<file path="config.mk">
export PLATFORM = sky130hd
export DESIGN_NAME = recfifo
export DESIGN_NICKNAME = d
export VERILOG_FILES = /design/src/rtl/recfifo.sv
export SDC_FILE = /design/constraint.sdc
export NUM_CORES = 1
export LEC_CHECK = 0
export BUFFER_PORTS_ARGS = -buffer_cell sky130_fd_sc_hd__buf_4
export CAP_MARGIN = 0
export CELL_PAD_IN_SITES_DETAIL_PLACEMENT = 1
export CELL_PAD_IN_SITES_GLOBAL_PLACEMENT = 2
export CORE_MARGIN = 2
export CORE_UTILIZATION = 25
export DETAILED_ROUTE_END_ITERATION = 8
export GPL_ROUTABILITY_DRIVEN = 0
export GPL_TIMING_DRIVEN = 0
export PLACE_DENSITY = 0.56
export SYNTH_ARGS = -nofsm -noshare
export SYNTH_HDL_FRONTEND = slang
export SYNTH_SLANG_ARGS = --single-unit
</file>
<file path="constraint.sdc">
create_clock -name clock -period 8.52 [get_ports clock]
set_input_delay 1.278 -clock clock [delete_from_list [all_inputs] [get_ports clock]]
set_output_delay 1.278 -clock clock [all_outputs]
set_load 0.02 [all_outputs]
</file>
<file path="src/rtl/recfifo.sv">
// Receive message FIFO between the LLC stage and the CPU interface: show-ahead frame
// buffer with sticky overflow. Optional watermark/overflow interrupt under RECFIFO_IRQ_EN.
module recfifo #(
    parameter int DEPTH = 4,
    parameter int AW    = 2
) (
    input  logic          clock,
    input  logic          reset,
    input  logic          activrreg,
    input  logic [28:0]   idrec,
    input  logic          extended,
    input  logic [3:0]    dlcrec,
    input  logic [63:0]   datarec,
    input  logic          rdreq,
    input  logic          ovclr,
`ifdef RECFIFO_IRQ_EN
    input  logic          rxirqen,
    input  logic [AW:0]   rxthresh,
    output logic          rxirq,
`endif
    output logic [28:0]   rdid,
    output logic          rdext,
    output logic [3:0]    rddlc,
    output logic [63:0]   rddata,
    output logic          empty,
    output logic          full,
    output logic [AW:0]   count,
    output logic          overflow
);

    localparam int EW = 98;

    logic [EW-1:0] mem_q [DEPTH];
    logic [EW-1:0] head;

    logic          act_q, act_d;
    logic [AW-1:0] wrptr_q, wrptr_d;
    logic [AW-1:0] rdptr_q, rdptr_d;
    logic [AW:0]   count_q, count_d;
    logic          overflow_q, overflow_d;

    logic push, pop, wr_en, ovf_evt;

    assign empty = (count_q == '0);
    assign full  = (count_q == (AW+1)'(DEPTH));
    assign count    = count_q;
    assign overflow = overflow_q;

    always_comb begin
        push    = activrreg & ~act_q;
        pop     = rdreq & ~empty;
        // A pop in the same cycle frees the slot, so a push into a full FIFO still lands.
        wr_en   = push & (~full | pop);
        ovf_evt = push & full & ~pop;

        act_d   = activrreg;
        wrptr_d = wr_en ? wrptr_q + 1'b1 : wrptr_q;
        rdptr_d = pop ? rdptr_q + 1'b1 : rdptr_q;
        count_d = count_q + {{AW{1'b0}}, wr_en} - {{AW{1'b0}}, pop};

        overflow_d = overflow_q;
        if (ovclr)   overflow_d = 1'b0;
        if (ovf_evt) overflow_d = 1'b1;
    end

    always_ff @(posedge clock or negedge reset) begin
        if (!reset) begin
            act_q      <= 1'b0;
            wrptr_q    <= '0;
            rdptr_q    <= '0;
            count_q    <= '0;
            overflow_q <= 1'b0;
        end else begin
            act_q      <= act_d;
            wrptr_q    <= wrptr_d;
            rdptr_q    <= rdptr_d;
            count_q    <= count_d;
            overflow_q <= overflow_d;
        end
    end

    // Storage is deliberately not reset; empty gating hides stale contents.
    always_ff @(posedge clock) begin
        if (wr_en) mem_q[wrptr_q] <= {idrec, extended, dlcrec, datarec};
    end

    always_comb begin
        head   = empty ? '0 : mem_q[rdptr_q];
        rdid   = head[97:69];
        rdext  = head[68];
        rddlc  = head[67:64];
        rddata = head[63:0];
    end

`ifdef RECFIFO_IRQ_EN
    logic rxirq_q, rxirq_d;

    always_comb begin
        rxirq_d = rxirqen &
                  (((rxthresh != '0) && (count_d >= rxthresh)) || (overflow_d & ~overflow_q));
    end

    always_ff @(posedge clock or negedge reset) begin
        if (!reset) rxirq_q <= 1'b0;
        else        rxirq_q <= rxirq_d;
    end

    assign rxirq = rxirq_q;
`endif

endmodule

</file>
* After elaboration in Yosys (flattened, before gate mapping)
Memory sizes are Yosys's and may differ from the RTL's.
Index checks and enable logic that the tools add are counted.
** Storage, ports and cells
- Bits in registers :: 9
- Latch bits :: 0
- Memory bits (writable) :: 392
- ROM bits :: 0
- Input port bits :: 103
- Memories :: 1
** Operators by class
- Add/sub/neg operators :: 4
- Multipliers :: 0
- Divide/modulo/power cells :: 0
- Magnitude comparators :: 0
- Eq/ne operators :: 1
- Shift-type cells :: 0
- Muxes and demuxes :: 5
- Bitwise logic cells :: 10
- Reduce and logical (&&, ||, !) cells :: 2
** Memories
- mem_q :: words 4, bits a word 98, read ports 1, clocked after memory_dff 0, write ports 1, line 33 : logic [EW-1:0] mem_q [DEPTH];
** Operators by type and width (number)
- $mux W98 :: 1
- $and A1 B1 Y1 :: 5
- $add A2 B1 Y2 const B :: 2
- $mux W1 :: 4
- $not A1 Y1 :: 4
- $add A3 B1 Y3 :: 1
- $eq A3 B3 Y1 const B :: 1
- $logic_not A3 Y1 :: 1
- $sub A3 B1 Y3 :: 1
- $reduce_bool A2 Y1 :: 1
- $or A1 B1 Y1 :: 1

* Depth between registers and ports, before layout
Gate-level depths: netlist of the first run.
- Depth after elaboration :: 7
- Gate-level depth with buffers :: 8

* Least setup slack after synthesis of the first run
OpenSTA, ideal clock, no wires.
- Path type :: input to register
- Start point :: input activrreg
- End point :: memory mem_q[0][0], enable pin
- Setup time :: 0.468 ns
- Arrival :: 3.959 ns
- Slack :: 4.093 ns
- Cell stages on the path :: 3
- Cell sequence :: nand2b_1 > a31oi_2 > and2_1
** On the way
- Word-level cells in the longest chain between the ends :: 4
** Ends and longest elaborated chain
- from (decl) :: line 9 : input logic activrreg,
- $and A1 B1 Y1 :: line 50 : push = activrreg & ~act_q;
- $and A1 B1 Y1 :: line 53 : wr_en = push & (~full | pop);
- $mux W1 :: line 84 : if (wr_en) mem_q[wrptr_q] <= {idrec, extended, dlcrec, datarec};
- $mux W1 (not written as such) :: line 84
- to (decl) :: line 33
Every way passes these cells.

* Worst setup path in the final report of the first run
- Start point :: register count_q[2] (netlist: count[2])
- End point :: output rddata[5]
** On the way
- Word-level cells in the longest chain between the ends :: 2
** Ends and longest elaborated chain
- from (decl) :: line 39 : logic [AW:0] count_q, count_d;
- from (signal assigned) :: line 77 : count_q <= count_d;
- $logic_not A3 Y1 :: line 44 : assign empty = (count_q == '0);
- $mux W98 :: line 88 : head = empty ? '0 : mem_q[rdptr_q];
- to (decl) :: line 24 : output logic [63:0] rddata,
Every way passes these cells.

==> results of run 1 <==
## how the worst max path moves through the flow
stage | endpoint | slack [ns] | depth (start not counted)
3_3_place_gp | mem_q[1][97]$_DFFE_PP_ | 1.32 | 4
6_report | rddata[5] | 4.65 | 5
2_1_floorplan | mem_q[0][0]$_DFFE_PP_ | 4.09 | 3
4_1_cts | rdid[3] | 4.51 | 6
5_1_grt | rdid[3] | 4.46 | 6
3_5_place_dp | mem_q[1][97]$_DFFE_PP_ | 5.11 | 6
## registers in the layout, indices dropped and copies added, names as in the netlist
name      flops
count         3
wrptr_q       2
rdptr_q       2
mem_q       392
act_q         1
overflow      1
## critical path: stages (launching register included)
cell	delay, ns
dfrtp_1	0.46
or3_1	0.20
buf_2	0.46
clkbuf_1	0.51
and2_1	0.24
buf_4	0.15
## area by class of cell
class	instances	area, µm²	share of cell area (%)
Tap cell	782	978	4.97
Timing Repair Buffer	214	1770	8.97
Multi-Input combinational cell	222	3060	15.5
Sequential cell	401	12000	60.9
Clock buffer	64	1310	6.66
Buffer	33	312	1.58
Inverter	7	26.3	0.133
Clock inverter	21	251	1.28
## per-layer routing
layer | wire length [µm] | vias to the layer above | share of wire (%)
met5 | 21 | - | 0.058
met3 | 2000 | 53 | 5.5
met4 | 719 | 4 | 2.0
li1 | - | 3238 | -
met2 | 17800 | 166 | 49
met1 | 15700 | 3881 | 43
## cells by family (layout without fill, tap and decap cells)
family                   after synthesis  after routing  synth area share, %
flip-flops                           401            401                 78.0
multiplexers                          99             99                 14.4
adder cells (fa/ha/maj)                6              6                0.537
AND/OR/NAND/NOR                      109            109                 4.37
AO/OA/AOI/OAI                          3              3                0.203
XOR/XNOR                               5              5                0.285
buffers and inverters                 40            339                 2.20
## power breakdown
part           switching [mW]  internal, mW
clock network           0.772          1.25
logic                    1.38          1.23
registers              0.0501          2.40
total                    2.20          4.88
## cells in the mapped netlist
master    count
a21bo_1       1
dfrtp_1       9
and2_1      102
mux2_2        1
nand2_1       2
nor2_1        1
buf_12       10
buf_4         1
xnor2_1       4
inv_1         7
o32ai_1       1
nand3_1       2
buf_2        11
edfxtp_1    392
nand2b_1      1
or3_1         1
mux4_2       98
xor2_1        1
buf_6         1
a31oi_2       1
ha_1          5
fa_1          1
clkbuf_1     10
## stage by stage
| stage | hold WS, ns | std cells |
|---|---|---|
| 2_1_floorplan | 0.534 | 663 |
| 3_3_place_gp | 0.516 | 1651 |
| 3_5_place_dp | 0.527 | 1659 |
| 4_1_cts | 0.473 | 1744 |
| 5_1_grt | 0.500 | 1744 |
| 6_report | 0.531 | 1744 |
==> impl_results.md, run 1 <==
- Io pins: 207
- Port buffer count: 206
- Gr ovfl total: 0
- Synth warn: 0
- Final Hold Fails: 0
- Reg2reg start: count[2]$_DFF_PN0_
- HPWL Detailed: 22400 µm
- Root buffer cell: clkbuf_16
- Antenna diodes: 0
- DRT iter0 DRCs: 313
- Drt first pass iters: 4
- Run status: finished clean
- Util after Layout: 32.5%
- Layout cells sized above 1: 42.1%
- Mapped Area: 15400 µm²
- Total CTS buffers: 46
- Largest cells by area after synthesis: edfxtp_1, mux4_2, and2_1
- Crit Path Category: reg2out
- Nets: 1034
- Largest net degree at the start of global routing: 48
- Worst skew pair latency: 0.56 ns
- #FFs+latches synth: 401
- Reg2Reg Depth: 8
- Unrepaired setup endpoints after global routing: false
- Placed cell area: 18100 µm²
- GR Util met1: 14.5%
- Max IR drop VDD: 187 µV
- Crit-path max FO: 10
- Slew @ Worst Pin: 0.801 ns
- Tcrit/Tclk final: 45.4%
- Fin crit period: 3.87 ns
- Crit path DAT: 2.59 ns
- Commonest non-fill, non-tap cell in the layout: edfxtp_1
- Post-Route Setup TNS: 0 ns
- Fmax: 259 MHz
- Slew margin rel.: 46.6%
- CP Capture Type: output pin
- Final Max Tran Viols: 0
- CTS max path bufs: 3
- Avg Inst Size Synth: 23.2 µm²
- Met3 Use GR: 3.20%
- Area leader, netlist: edfxtp_1
- Cell area after layout: 19700 µm²
- Static leakage: 6.69 nW
- CTS Sinks: 401
- R2R Setup Slk: 5.87 ns
- Final ANT Viol Nets: 0
- CTS Hold Bufs: 0
- Row cnt: 90
- Vias: 7342
- Reg2reg end: count[2]$_DFF_PN0_
- Final worst setup slack: 4.65 ns
- Synth cell types: 23
- Area Growth Syn to Fin: 28.1%
- CP required: 7.24 ns
- Resized Gates After CTS: 0
- Die height: 252 µm
- Grt peak-use layer: met2
- GR met2 Demand/Resource: 19.0%
- Max cap viols: 0
- Sequential-to-total area share from yosys stat: 78.0%
- Worst Hold Class: in2async
- Syn Inst Count: 663
- Pwr Density: 359 nW/µm²
- Initial antenna violation count: 4
- Final wirelength: 36200 µm
- Vias in the first global route: 8242
- Wire length per cell: 20.8 µm
- Final Skew: 0.0108 ns
- Total setup buffers inserted after CTS: 0
- DRC: 0
- Die width: 252 µm
- Core area: 60600 µm²
- Initial Utilization: 25.4%
- Htree depth: 2
- Post-Syn Nets: 772
- Die ar.: 63500 µm²
- Critical path origin: count[2]$_DFF_PN0_
- Clock slew at reported path FFs: 0.06 ns
- Total GRT Usage: 11.4%
- Final total power: 7.08 mW
- Routed vias/inst: 4.21
- # fillers: 6077
- First-pass GRT wire length: 53400 µm
- CP Launch Type: flop
- Setup violations, final: 0
- CTS tree: built
- Place WS: 5.11 ns
- Most frequent cells in the layout: edfxtp_1, buf_4, mux4_2, and2_1, clkbuf_16
- Synth top area share: 76.5%
No activity file was read; power rests on OpenSTA's default activity.
==> inputs of run 2 (changes only) <==
--- a/config.mk
+++ b/config.mk
@@ -14,7 +14,7 @@
 export DETAILED_ROUTE_END_ITERATION = 8
 export GPL_ROUTABILITY_DRIVEN = 0
 export GPL_TIMING_DRIVEN = 0
-export PLACE_DENSITY = 0.56
+export PLACE_DENSITY = 0.57
 export SYNTH_ARGS = -nofsm -noshare
 export SYNTH_HDL_FRONTEND = slang
 export SYNTH_SLANG_ARGS = --single-unit
==> constraint.sdc (replaced) <==
create_clock -name clock -period 3.4 [get_ports clock]
set_input_delay 0.51 -clock clock [delete_from_list [all_inputs] [get_ports clock]]
set_output_delay 0.51 -clock clock [all_outputs]
set_load 0.02 [all_outputs]
==> run 2 against run 1 <==
Combinational power increased to 2.5 times the previous value. Cell area down 0.34%. Worst setup slack lost 4.3 ns. Core utilization decreased by 0.11 points. Die area unchanged. First-iteration DRC count fell by 19%. Global-route usage is 0.23 points higher. Critical path type unchanged. Critical endpoint is now rddata[50]. Largest cell class unchanged. Highest routed layer unchanged.
==> impl_results.md, run 2 (synthesized netlist as in run 1, its figures left out) <==
- Port buffer count: 206 (unchanged)
- Fin crit period: 3.08 ns
- Final Max Tran Viols: 0 (unchanged)
- Worst skew pair latency: 0.56 ns (about the same)
- Resized Gates After CTS: 0 (unchanged)
- Pwr Density: 896 nW/µm² (+150%)
- CP Capture Type: output pin
- Slowest cell on crit path: clkbuf_1
- Place WS: 0.565 ns (-4.54 ns)
- Final std cells w/o fill: 1741 (-0.17%)
- Final wirelength: 36700 µm (+1.4%)
- CTS Sinks: 401 (unchanged)
- Slew @ Worst Pin: 0.653 ns (-0.148 ns)
- Max reg flops: 392 (unchanged)
- Static leakage: 6.65 nW (-0.59%)
- CP Cell Sequence: or3_1 -> buf_2 -> clkbuf_1 -> and2_1 -> buf_4
- Highest routed layer: met5
- Register area: 12000 µm² (unchanged)
- Vias: 7342 (unchanged)
- CP required: 2.89 ns (-4.35 ns)
- Hold Path Cell Cnt: 1
- Tcrit/Tclk final: 90.6%
- Multi-input logic area: 3060 µm² (unchanged)
- DRC: 0 (unchanged)
- Placed cell area: 18100 µm² (about the same)
- Htree depth: 2 (unchanged)
- CP Launch Type: flop
- Largest net degree at the start of global routing: 43 (-10%)
- Run status: finished clean
- Max cap viols: 0 (unchanged)
- Final Hold Fails: 0 (unchanged)
- Final Skew: 0.0193 ns (+0.00850 ns)
- Cell area after layout: 19600 µm² (-0.34%)
- Vias in the first global route: 8289 (+0.57%)
- CTS tree: built
- Crit-path max cell delay: 0.48 ns (-0.03 ns)
- Core area: 60600 µm² (unchanged)
- M1 wire length: 15500 µm (-0.84%)
- Final worst setup slack: 0.318 ns (-4.34 ns)
- Nets: 1035 (+0.097%)
- WL met3: 2570 µm (+29%)
- First-pass GRT wire length: 54300 µm (+1.7%)
- Top reg by flops: mem_q
- Setup violations, final: 0 (unchanged)
- Row cnt: 90 (unchanged)
- CTS max path bufs: 3 (unchanged)
- Crit path DAT: 2.57 ns (-0.02 ns)
- Clock slew at reported path FFs: 0.06 ns (about the same)
- CTS Hold Bufs: 1 (+1)
- Crit-path max FO: 10 (unchanged)
- Reg2Reg Depth: 8 (unchanged)
- DRT iter0 DRCs: 252 (-19%)
- Total setup buffers inserted after CTS: 0 (unchanged)
- CP Buf/Inv Count: 3 (unchanged)
- Layout cells sized above 1: 42.2% (+0.071 points)
- Min-delay src: activrreg
- Final ANT Viol Nets: 0 (unchanged)
- Fmax: 325 MHz
- Met2 Routed Length: 17800 µm (-0.17%)
- Io pins: 207 (unchanged)
- Area Growth Syn to Fin: 27.6%
- CP top delay family: buffers and inverters
- # fillers: 6067 (-0.16%)
- Reg2reg end: count[2]$_DFF_PN0_
- Worst Hold Endpoint: act_q$_DFF_PN0_
- Unrepaired setup endpoints after global routing: false
- Die height: 252 µm (unchanged)
- Die width: 252 µm (unchanged)
- Worst Hold Class: in2reg
- R2R Setup Slk: 0.76 ns (-5.11 ns)
- Total GRT Usage: 11.7% (+0.23 points)
- Die ar.: 63500 µm² (unchanged)
- Wire length per cell: 21.1 µm (+1.5%)
- DP Cell Count: 1659 (unchanged)
- HPWL Detailed: 23000 µm (+2.9%)
- Initial antenna violation count: 2 (-2)
- Commonest non-fill, non-tap cell in the layout: edfxtp_1
- Routed vias/inst: 4.22 (+0.17%)
- Total CTS buffers: 46 (unchanged)
- Root buffer cell: clkbuf_16
- Crit Path Category: reg2out
- Gr ovfl total: 0 (unchanged)
- Slew margin rel.: 56.5% (+9.9 points)
- Most frequent cells in the layout: edfxtp_1, buf_4, mux4_2, and2_1, clkbuf_16
- Initial Utilization: 25.4% (unchanged)
- Max IR drop VDD: 495 µV (+160%)
- Reg2reg start: count[2]$_DFF_PN0_
- Drt first pass iters: 4 (unchanged)
[run 2: cell types whose count changed in the layout (fill, tap and decap cells not counted)]
cell,delta
clkinv_1,+2
diode_2,+1
clkinv_2,+2
inv_6,-1
clkbuf_8,-3
clkbuf_1,-6
dlygate4sd3_1,+1
clkinvlp_4,+3
clkinv_4,-1
buf_16,-1
buf_12,+1
bufinv_16,-1
[run 2: stage by stage]
step                hold WS (ns)  TNS, ns  util [%]  total power [mW]
global route              0.0296        0      32.4              18.5
finish                    0.0682        0      32.4              17.6
detailed placement         0.352        0      29.9              13.0
floorplan                  0.214        0         -              10.3
CTS                       0.0164        0      32.4              18.1
global placement           0.357  -315.14      29.6              13.0
[run 2: report_power, final]
group | internal [mW] | switching [mW] | leakage, nW
Clock | 2.97 | 1.96 | 0.723
Combinational | 3.07 | 3.46 | 2.26
Sequential | 6.01 | 0.126 | 3.67
[run 2: worst max path at each step]
| stage | from | endpoint | slack [ns] | cells past startpoint |
|---|---|---|---|---|
| 4_1_cts | rdptr_q[1]$_DFFE_PN0N_ | rdid[5] | 0.17 | 6 |
| 3_3_place_gp | activrreg | mem_q[0][15]$_DFFE_PP_ | -0.84 | 4 |
| 3_5_place_dp | activrreg | mem_q[3][26]$_DFFE_PP_ | 0.57 | 6 |
| 5_1_grt | count[2]$_DFF_PN0_ | rddata[50] | 0.13 | 5 |
| 2_1_floorplan | count[1]$_DFF_PN0_ | mem_q[0][0]$_DFFE_PP_ | 0.77 | 3 |
| 6_report | count[2]$_DFF_PN0_ | rddata[50] | 0.32 | 5 |
[run 2: layout make-up]
cell class                      instances  share of cell area (%)
Sequential cell                       401                    61.1
Timing Repair Buffer                  215                    9.01
Inverter                                7                   0.134
Clock inverter                         25                    1.24
Clock buffer                           55                    6.36
Buffer                                 33                    1.59
Antenna cell                            1                  0.0127
Multi-Input combinational cell        222                    15.6
Tap cell                              782                    4.98
[run 2: routing by layer]
metal / vias up / global-route usage [%]
met4: 2 / 3.26
met3: 59 / 3.89
met2: 172 / 19.1
met1: 3870 / 14.7
met5: - / 0
li1: 3239 / -
